### src/rtl/bsg_fifo_tracker_pkg.sv
// rtl/bsg_fifo_tracker_pkg.sv - shared widths, helpers and error causes for the FIFO tracker
//
// Purpose: width helper functions and the error-cause encoding shared by
//          bsg_fifo_tracker_multi and bsg_circular_ptr_arn.
// Ports:   none (package).
package bsg_fifo_tracker_pkg;

  // Pointer width that never collapses to zero bits (a 1-slot buffer still gets a 1-bit pointer).
  function automatic int safe_clog2(input int x);
    return (x <= 1) ? 1 : $clog2(x);
  endfunction

  // Width able to hold every count 0..n inclusive.
  function automatic int cnt_width(input int n);
    return $clog2(n + 1);
  endfunction

  function automatic bit is_pow2(input int x);
    return (x > 0) && ((x & (x - 1)) == 0);
  endfunction

  // Bit positions inside the per-cycle error vector.
  typedef enum logic {
    ERR_ENQ_OVERFLOW  = 1'b0,
    ERR_DEQ_UNDERFLOW = 1'b1
  } err_cause_e;

endpackage

### src/rtl/bsg_circular_ptr_arn.sv
// rtl/bsg_circular_ptr_arn.sv - circular slot pointer with async active-low reset and look-ahead
//
// Purpose: holds a pointer into a ring of slots_p entries and advances it by
//          add_i each cycle, wrapping modulo slots_p.
// Ports:
//   clk        in   clock
//   reset_n_i  in   asynchronous active-low reset
//   add_i      in   slots to advance this cycle (0..max_add_p)
//   ptr_r_o    out  registered pointer
//   ptr_n_o    out  next-cycle pointer, combinational from add_i (0 while in reset)
module bsg_circular_ptr_arn
  import bsg_fifo_tracker_pkg::*;
#(
  parameter  int slots_p      = 8,
  parameter  int max_add_p    = 1,
  localparam int ptr_width_lp = safe_clog2(slots_p),
  localparam int add_width_lp = cnt_width(max_add_p)
) (
  input  logic                    clk,
  input  logic                    reset_n_i,
  input  logic [add_width_lp-1:0] add_i,
  output logic [ptr_width_lp-1:0] ptr_r_o,
  output logic [ptr_width_lp-1:0] ptr_n_o
);

  localparam int sum_width_lp = ptr_width_lp + 1;

  logic [ptr_width_lp-1:0] ptr_q, ptr_d;

  if (slots_p == 1) begin : g_one
    // A single slot: the pointer can only ever be zero.
    logic unused_add;
    assign unused_add = ^add_i;
    assign ptr_d      = '0;
  end else if (is_pow2(slots_p)) begin : g_pow2
    // Power-of-two ring: dropping the carry is the modulo.
    assign ptr_d = ptr_q + ptr_width_lp'(add_i);
  end else begin : g_npow2
    // ptr + add < 2*slots_p, so at most one subtraction of slots_p is needed.
    // Compute both candidates and pick on the sign of (sum - slots_p).
    logic [sum_width_lp-1:0] sum_w;
    logic [sum_width_lp:0]   diff_w;
    assign sum_w  = {1'b0, ptr_q} + sum_width_lp'(add_i);
    assign diff_w = {1'b0, sum_w} - (sum_width_lp + 1)'(slots_p);
    assign ptr_d  = diff_w[sum_width_lp] ? ptr_width_lp'(sum_w) : ptr_width_lp'(diff_w);
  end

  always_ff @(posedge clk or negedge reset_n_i) begin
    if (!reset_n_i) begin
      ptr_q <= '0;
    end else begin
      ptr_q <= ptr_d;
    end
  end

  assign ptr_r_o = ptr_q;
  assign ptr_n_o = reset_n_i ? ptr_d : '0;

endmodule

### src/rtl/bsg_fifo_tracker_multi.sv
// rtl/bsg_fifo_tracker_multi.sv - multi-enqueue/multi-dequeue circular FIFO bookkeeping
//
// Purpose: tracks write/read slots, occupancy and free count for a 1R1W
//          circular buffer of els_p slots accepting up to max_enq_p writes and
//          max_deq_p reads per cycle. Illegal requests set a sticky error.
// Build option: BSG_FIFO_TRACKER_CLAMP_EN clamps counts to legal values so state
//          stays consistent after a violation; otherwise raw counts are used and
//          a simulation-only assertion reports the violation.
// Ports:
//   clk        in   clock
//   reset_n_i  in   asynchronous active-low reset
//   enq_cnt_i  in   entries written this cycle
//   deq_cnt_i  in   entries read this cycle
//   wptr_r_o   out  slot of next write
//   rptr_r_o   out  slot of oldest entry
//   rptr_n_o   out  next-cycle read slot (combinational, for sync-read RAM)
//   occ_r_o    out  entries held
//   free_r_o   out  els_p - occ_r_o
//   full_o     out  occupancy equals els_p
//   empty_o    out  occupancy is zero
//   err_r_o    out  sticky illegal-request flag
module bsg_fifo_tracker_multi
  import bsg_fifo_tracker_pkg::*;
#(
  parameter  int els_p        = 8,
  parameter  int max_enq_p    = 1,
  parameter  int max_deq_p    = 1,
  localparam int ptr_width_lp = safe_clog2(els_p),
  localparam int cnt_width_lp = cnt_width(els_p),
  localparam int enq_width_lp = cnt_width(max_enq_p),
  localparam int deq_width_lp = cnt_width(max_deq_p)
) (
  input  logic                    clk,
  input  logic                    reset_n_i,
  input  logic [enq_width_lp-1:0] enq_cnt_i,
  input  logic [deq_width_lp-1:0] deq_cnt_i,
  output logic [ptr_width_lp-1:0] wptr_r_o,
  output logic [ptr_width_lp-1:0] rptr_r_o,
  output logic [ptr_width_lp-1:0] rptr_n_o,
  output logic [cnt_width_lp-1:0] occ_r_o,
  output logic [cnt_width_lp-1:0] free_r_o,
  output logic                    full_o,
  output logic                    empty_o,
  output logic                    err_r_o
);

  // Two spare bits: free + deq reaches 2*els_p, and occ + enq - deq must not wrap.
  localparam int aw_lp = cnt_width_lp + 2;

  logic [cnt_width_lp-1:0] occ_q, occ_d, free_q, free_d;
  logic                    err_q, err_d;
  logic [aw_lp-1:0]        occ_w, free_w, enq_w, deq_w, enq_use, deq_use, occ_sum;
  logic [1:0]              err_vec;

  always_comb begin
    occ_w   = aw_lp'(occ_q);
    free_w  = aw_lp'(free_q);
    enq_w   = aw_lp'(enq_cnt_i);
    deq_w   = aw_lp'(deq_cnt_i);

    // Reads only see registered occupancy; same-cycle writes are not readable yet.
    err_vec = '0;
    err_vec[ERR_DEQ_UNDERFLOW] = (deq_w > occ_w);
    err_vec[ERR_ENQ_OVERFLOW]  = (enq_w > free_w + deq_w);

`ifdef BSG_FIFO_TRACKER_CLAMP_EN
    deq_use = (deq_w > occ_w) ? occ_w : deq_w;
    enq_use = (enq_w > free_w + deq_use) ? (free_w + deq_use) : enq_w;
`else
    deq_use = deq_w;
    enq_use = enq_w;
`endif

    occ_sum = occ_w + enq_use - deq_use;
    occ_d   = cnt_width_lp'(occ_sum);
    free_d  = cnt_width_lp'(els_p) - occ_d;
    err_d   = err_q | (|err_vec);
  end

  always_ff @(posedge clk or negedge reset_n_i) begin
    if (!reset_n_i) begin
      occ_q  <= '0;
      free_q <= cnt_width_lp'(els_p);
      err_q  <= 1'b0;
    end else begin
      occ_q  <= occ_d;
      free_q <= free_d;
      err_q  <= err_d;
    end
  end

  logic [ptr_width_lp-1:0] wptr_n_unused;

  bsg_circular_ptr_arn #(
    .slots_p   (els_p),
    .max_add_p (max_enq_p)
  ) u_wptr (
    .clk       (clk),
    .reset_n_i (reset_n_i),
    .add_i     (enq_width_lp'(enq_use)),
    .ptr_r_o   (wptr_r_o),
    .ptr_n_o   (wptr_n_unused)
  );

  bsg_circular_ptr_arn #(
    .slots_p   (els_p),
    .max_add_p (max_deq_p)
  ) u_rptr (
    .clk       (clk),
    .reset_n_i (reset_n_i),
    .add_i     (deq_width_lp'(deq_use)),
    .ptr_r_o   (rptr_r_o),
    .ptr_n_o   (rptr_n_o)
  );

  assign occ_r_o  = occ_q;
  assign free_r_o = free_q;
  assign full_o   = (occ_q == cnt_width_lp'(els_p));
  assign empty_o  = (occ_q == '0);
  assign err_r_o  = err_q;

`ifndef BSG_FIFO_TRACKER_CLAMP_EN
`ifndef SYNTHESIS
  always @(posedge clk) begin
    if (reset_n_i) begin
      assert (err_vec == 2'b00)
        else $warning("bsg_fifo_tracker_multi: illegal enq/deq count request");
    end
  end
`endif
`endif

endmodule

### config.mk
export PLATFORM = sky130hd
export DESIGN_NAME = bsg_fifo_tracker_multi
export DESIGN_NICKNAME = d
export VERILOG_FILES = /design/src/rtl/bsg_fifo_tracker_pkg.sv /design/src/rtl/bsg_circular_ptr_arn.sv /design/src/rtl/bsg_fifo_tracker_multi.sv
export SDC_FILE = /design/constraint.sdc
export NUM_CORES = 1
export LEC_CHECK = 0
export ABC_AREA = 1
export CAP_MARGIN = 20
export CORE_MARGIN = 1.5
export CORE_UTILIZATION = 46
export CTS_BUF_LIST = sky130_fd_sc_hd__clkbuf_4
export CTS_CLUSTER_DIAMETER = 150
export CTS_CLUSTER_SIZE = 24
export DETAILED_ROUTE_END_ITERATION = 8
export MAX_ROUTING_LAYER = met4
export PLACE_DENSITY = 0.89
export SETUP_SLACK_MARGIN = 0.3
export SLEW_MARGIN = 20
export SYNTH_ARGS = -nofsm -noshare
export SYNTH_HDL_FRONTEND = slang
export SYNTH_SLANG_ARGS = --single-unit
### constraint.sdc
create_clock -name clk -period 2.42 [get_ports clk]
set_input_delay 0.484 -clock clk [delete_from_list [all_inputs] [get_ports clk]]
set_output_delay 0.484 -clock clk [all_outputs]
set_load 0.01 [all_outputs]
==> results.ini <==
[global_routing]
grt_start_max_net_pins=9
grt-ovfl-total=0
gr-usage-all-layers_pct=19.1
grt_pass1_wl_mm=2.63
antenna_found_initial=0
grt_pass1_vias=644

[timing]
worst_pin_slew_ns=0.314
fin_skew_ns=0.000660
setup_viol=0
drv_slew=0
holdWs_ns=0.450
fin_setup_tns_ns=0
period_minus_slack_ns=2.04
max_slew_margin_pct=79.0
period_share_pct=84.5
hold_violations=0
rsz0062_at_grt=true
max_freq_mhz=489
setup_slack_ns=0.376

[worst_setup_path]
cp-end-kind=flip-flop
required_ns=2.63
critPathKind=flip-flop to flip-flop
cp-start-kind=flip-flop
cp_max_fo=5
worst-endpoint-arrival_ns=2.25

[pwr]
internal_power_uw=996
power_switching_uw=736
cellPowerDensity_nw_per_um2=1490
swShare_pct=42.5
combPwrFrac_pct=65.1
pwr-share-seq_pct=27.0
p_clk_share_pct=7.9
peakVddDrop_mv=0.763
p_leak_uw=0.000607

[placed_design]
post-place-ws_ns=-0.297
hpwl_mm=1.22
placed_cells=138
placed_area_um2=1120
place_congestion=0.835
portBuffers=23

[clock_network]
hold_buffers=0
worstSkewPairLatency_ns=0.28
numCtsBuffers=3
clockBufferDepth=2
clk_pin_slew_ns=0.08
htreeDepth=1
cts_root_buf=clkbuf_4
clkSinkCount=14
cts_tree=done

[hold_path]
hold_path.class=input port to async pin

[floorplanning]
rows=15
fp.dieW_um=45.6
fp.dieArea_um2=2080
fp.dieH_um=45.6
coreArea_um2=1710
io_pins=24
initial_utilization_pct=48.9

[synthesis]
synth-main-ff-cell=dfrtp_1
synth_area_leaders=dfrtp_1 39%, ha_1 22%, inv_1 7.2%
seq_area_frac_synth_pct=42.1
syn_nets=107
netlist_area_um2=835
ys_warn_count=0
synth_cells=87
yosys_register_bits=14
synth_edf_count=0
synth_largest_area_cell=dfrtp_1
synth_top_area_share_pct=39.0
postSynthAreaPerCell_um2=9.59
synthArstFlopShare_pct=100
synth_cell_types=23

[routing]
wl_per_cell_um=11.3
drt-pass1-iter-count=4
via_per_inst=4.68
ant_nets=0
via_count=674
drt-initial-drc-count=5
drt_wl_total_mm=1.63
drc_errors=0

[finish]
drive_above_1_share_pct=21.8
multi_input_area_um2=423
fin_nets=140
area_growth_syn_to_layout_pct=39.3
layout.cells.non_filler=144
postLayoutCellArea_um2=1160
regArea_um2=353
antenna_cells=0
n_fill_cell=127

[run_status]
status=finished clean

[flow_run]
cap_violations=0

==> critical path, stage by stage (launching register included) <==
cell	delay, ns
dfrtp_2	0.44
ha_1	0.29
clkinv_1	0.08
ha_2	0.19
fa_1	0.55
inv_2	0.06
ha_1	0.20
xnor2_1	0.16
==> metrics by stage <==
step	total power [µW]	util, %
finish	1730	68.1
global route	1890	68.1
CTS	1680	66.5
detailed placement	1550	65.5
global placement	1520	65.5
floorplan	1110	-
==> flip-flops by register name, indices dropped and copies added (netlist names) <==
signal	count
u_wptr.ptr_r_o	3
u_rptr.ptr_r_o	3
err_r_o	1
free_r_o	4
occ_r_o	3
==> worst paths after layout <==
kind,from,endpoint,slack (ns),cells after the start
min in group clk,u_wptr.ptr_r_o[2],u_wptr.ptr_r_o[2],0.47,1
min,reset_n_i,u_rptr.ptr_r_o[0],0.45,1
min reg2reg,u_wptr.ptr_r_o[2],u_wptr.ptr_r_o[2],0.47,1
max in group asynchronous,reset_n_i,free_r_o[3],1.46,2
max reg2reg,free_r_o[0],free_r_o[2],0.38,7
max,free_r_o[0],free_r_o[2],0.38,7
==> what timing repair did <==
item                       CTS  global route
pin swaps                    1             4
setup buffers                0             2
gates resized for setup     10            10
setup endpoints to repair    8             5
==> synthesized netlist by cell type, drive strengths merged (2+ instances only) <==
| library cell | number |
|---|---|
| inv | 16 |
| clkinv | 2 |
| nand3 | 6 |
| nand2 | 16 |
| nor3 | 2 |
| a21oi | 2 |
| nor2 | 5 |
| dfrtp | 13 |
| ha | 15 |
==> metal layers <==
metal | vias up | share of wire [%] | track usage, % | wire length [µm]
met1 | 314 | 46 | 23.2 | 742
met2 | 17 | 49 | 29.3 | 798
met3 | 4 | 3.9 | 2.78 | 63
met5 | - | 0 | - | 0
met4 | 0 | 1.4 | 12.9 | 22
li1 | 339 | - | - | -
==> kinds of logic after synthesis <==
group | count (synthesis) | synth area share (%)
xor gates and xnor gates | 2 | 2.10
AOI/OAI and AO/OA | 4 | 3.00
and+or+nand+nor | 32 | 18.7
DFF | 14 | 42.1
buffers and inverters | 19 | 9.15
adders and majority gates | 16 | 24.9
==> power by group through the flow <==
stage	clock network (µW)	registers [µW]	logic [µW]
6_report	137	468	1130
2_1_floorplan	0	517	594
3_3_place_gp	0	466	1050
3_5_place_dp	0	473	1080
5_1_grt	156	480	1260
4_1_cts	143	468	1070
==> layout by cell type (no fill, tap or decap), types with 2 or more instances in the layout <==
| cell | Yosys | final |
|---|---|---|
| a21oi_1 | 2 | 2 |
| nor2_2 | 2 | 2 |
| dfrtp_1 | 13 | 12 |
| dlygate4sd2_1 | 0 | 4 |
| buf_4 | 1 | 6 |
| ha_2 | 0 | 3 |
| nor3_1 | 2 | 2 |
| nor2_1 | 2 | 2 |
| inv_2 | 0 | 2 |
| inv_1 | 16 | 14 |
| nand2_1 | 16 | 15 |
| clkbuf_4 | 0 | 3 |
| clkdlybuf4s50_1 | 0 | 17 |
| nand3_1 | 5 | 5 |
| clkinv_1 | 1 | 2 |
| ha_1 | 15 | 12 |
==> layout make-up <==
cell class                      count  share of cell area, %
Clock buffer                        3                   1.94
Clock inverter                      1                  0.323
Inverter                           18                   5.92
Multi-Input combinational cell     54                   36.4
Sequential cell                    14                   30.4
Tap cell                           25                   2.69
Timing Repair Buffer               29                   22.4
Note: power is estimated with default switching activity, not from simulation.
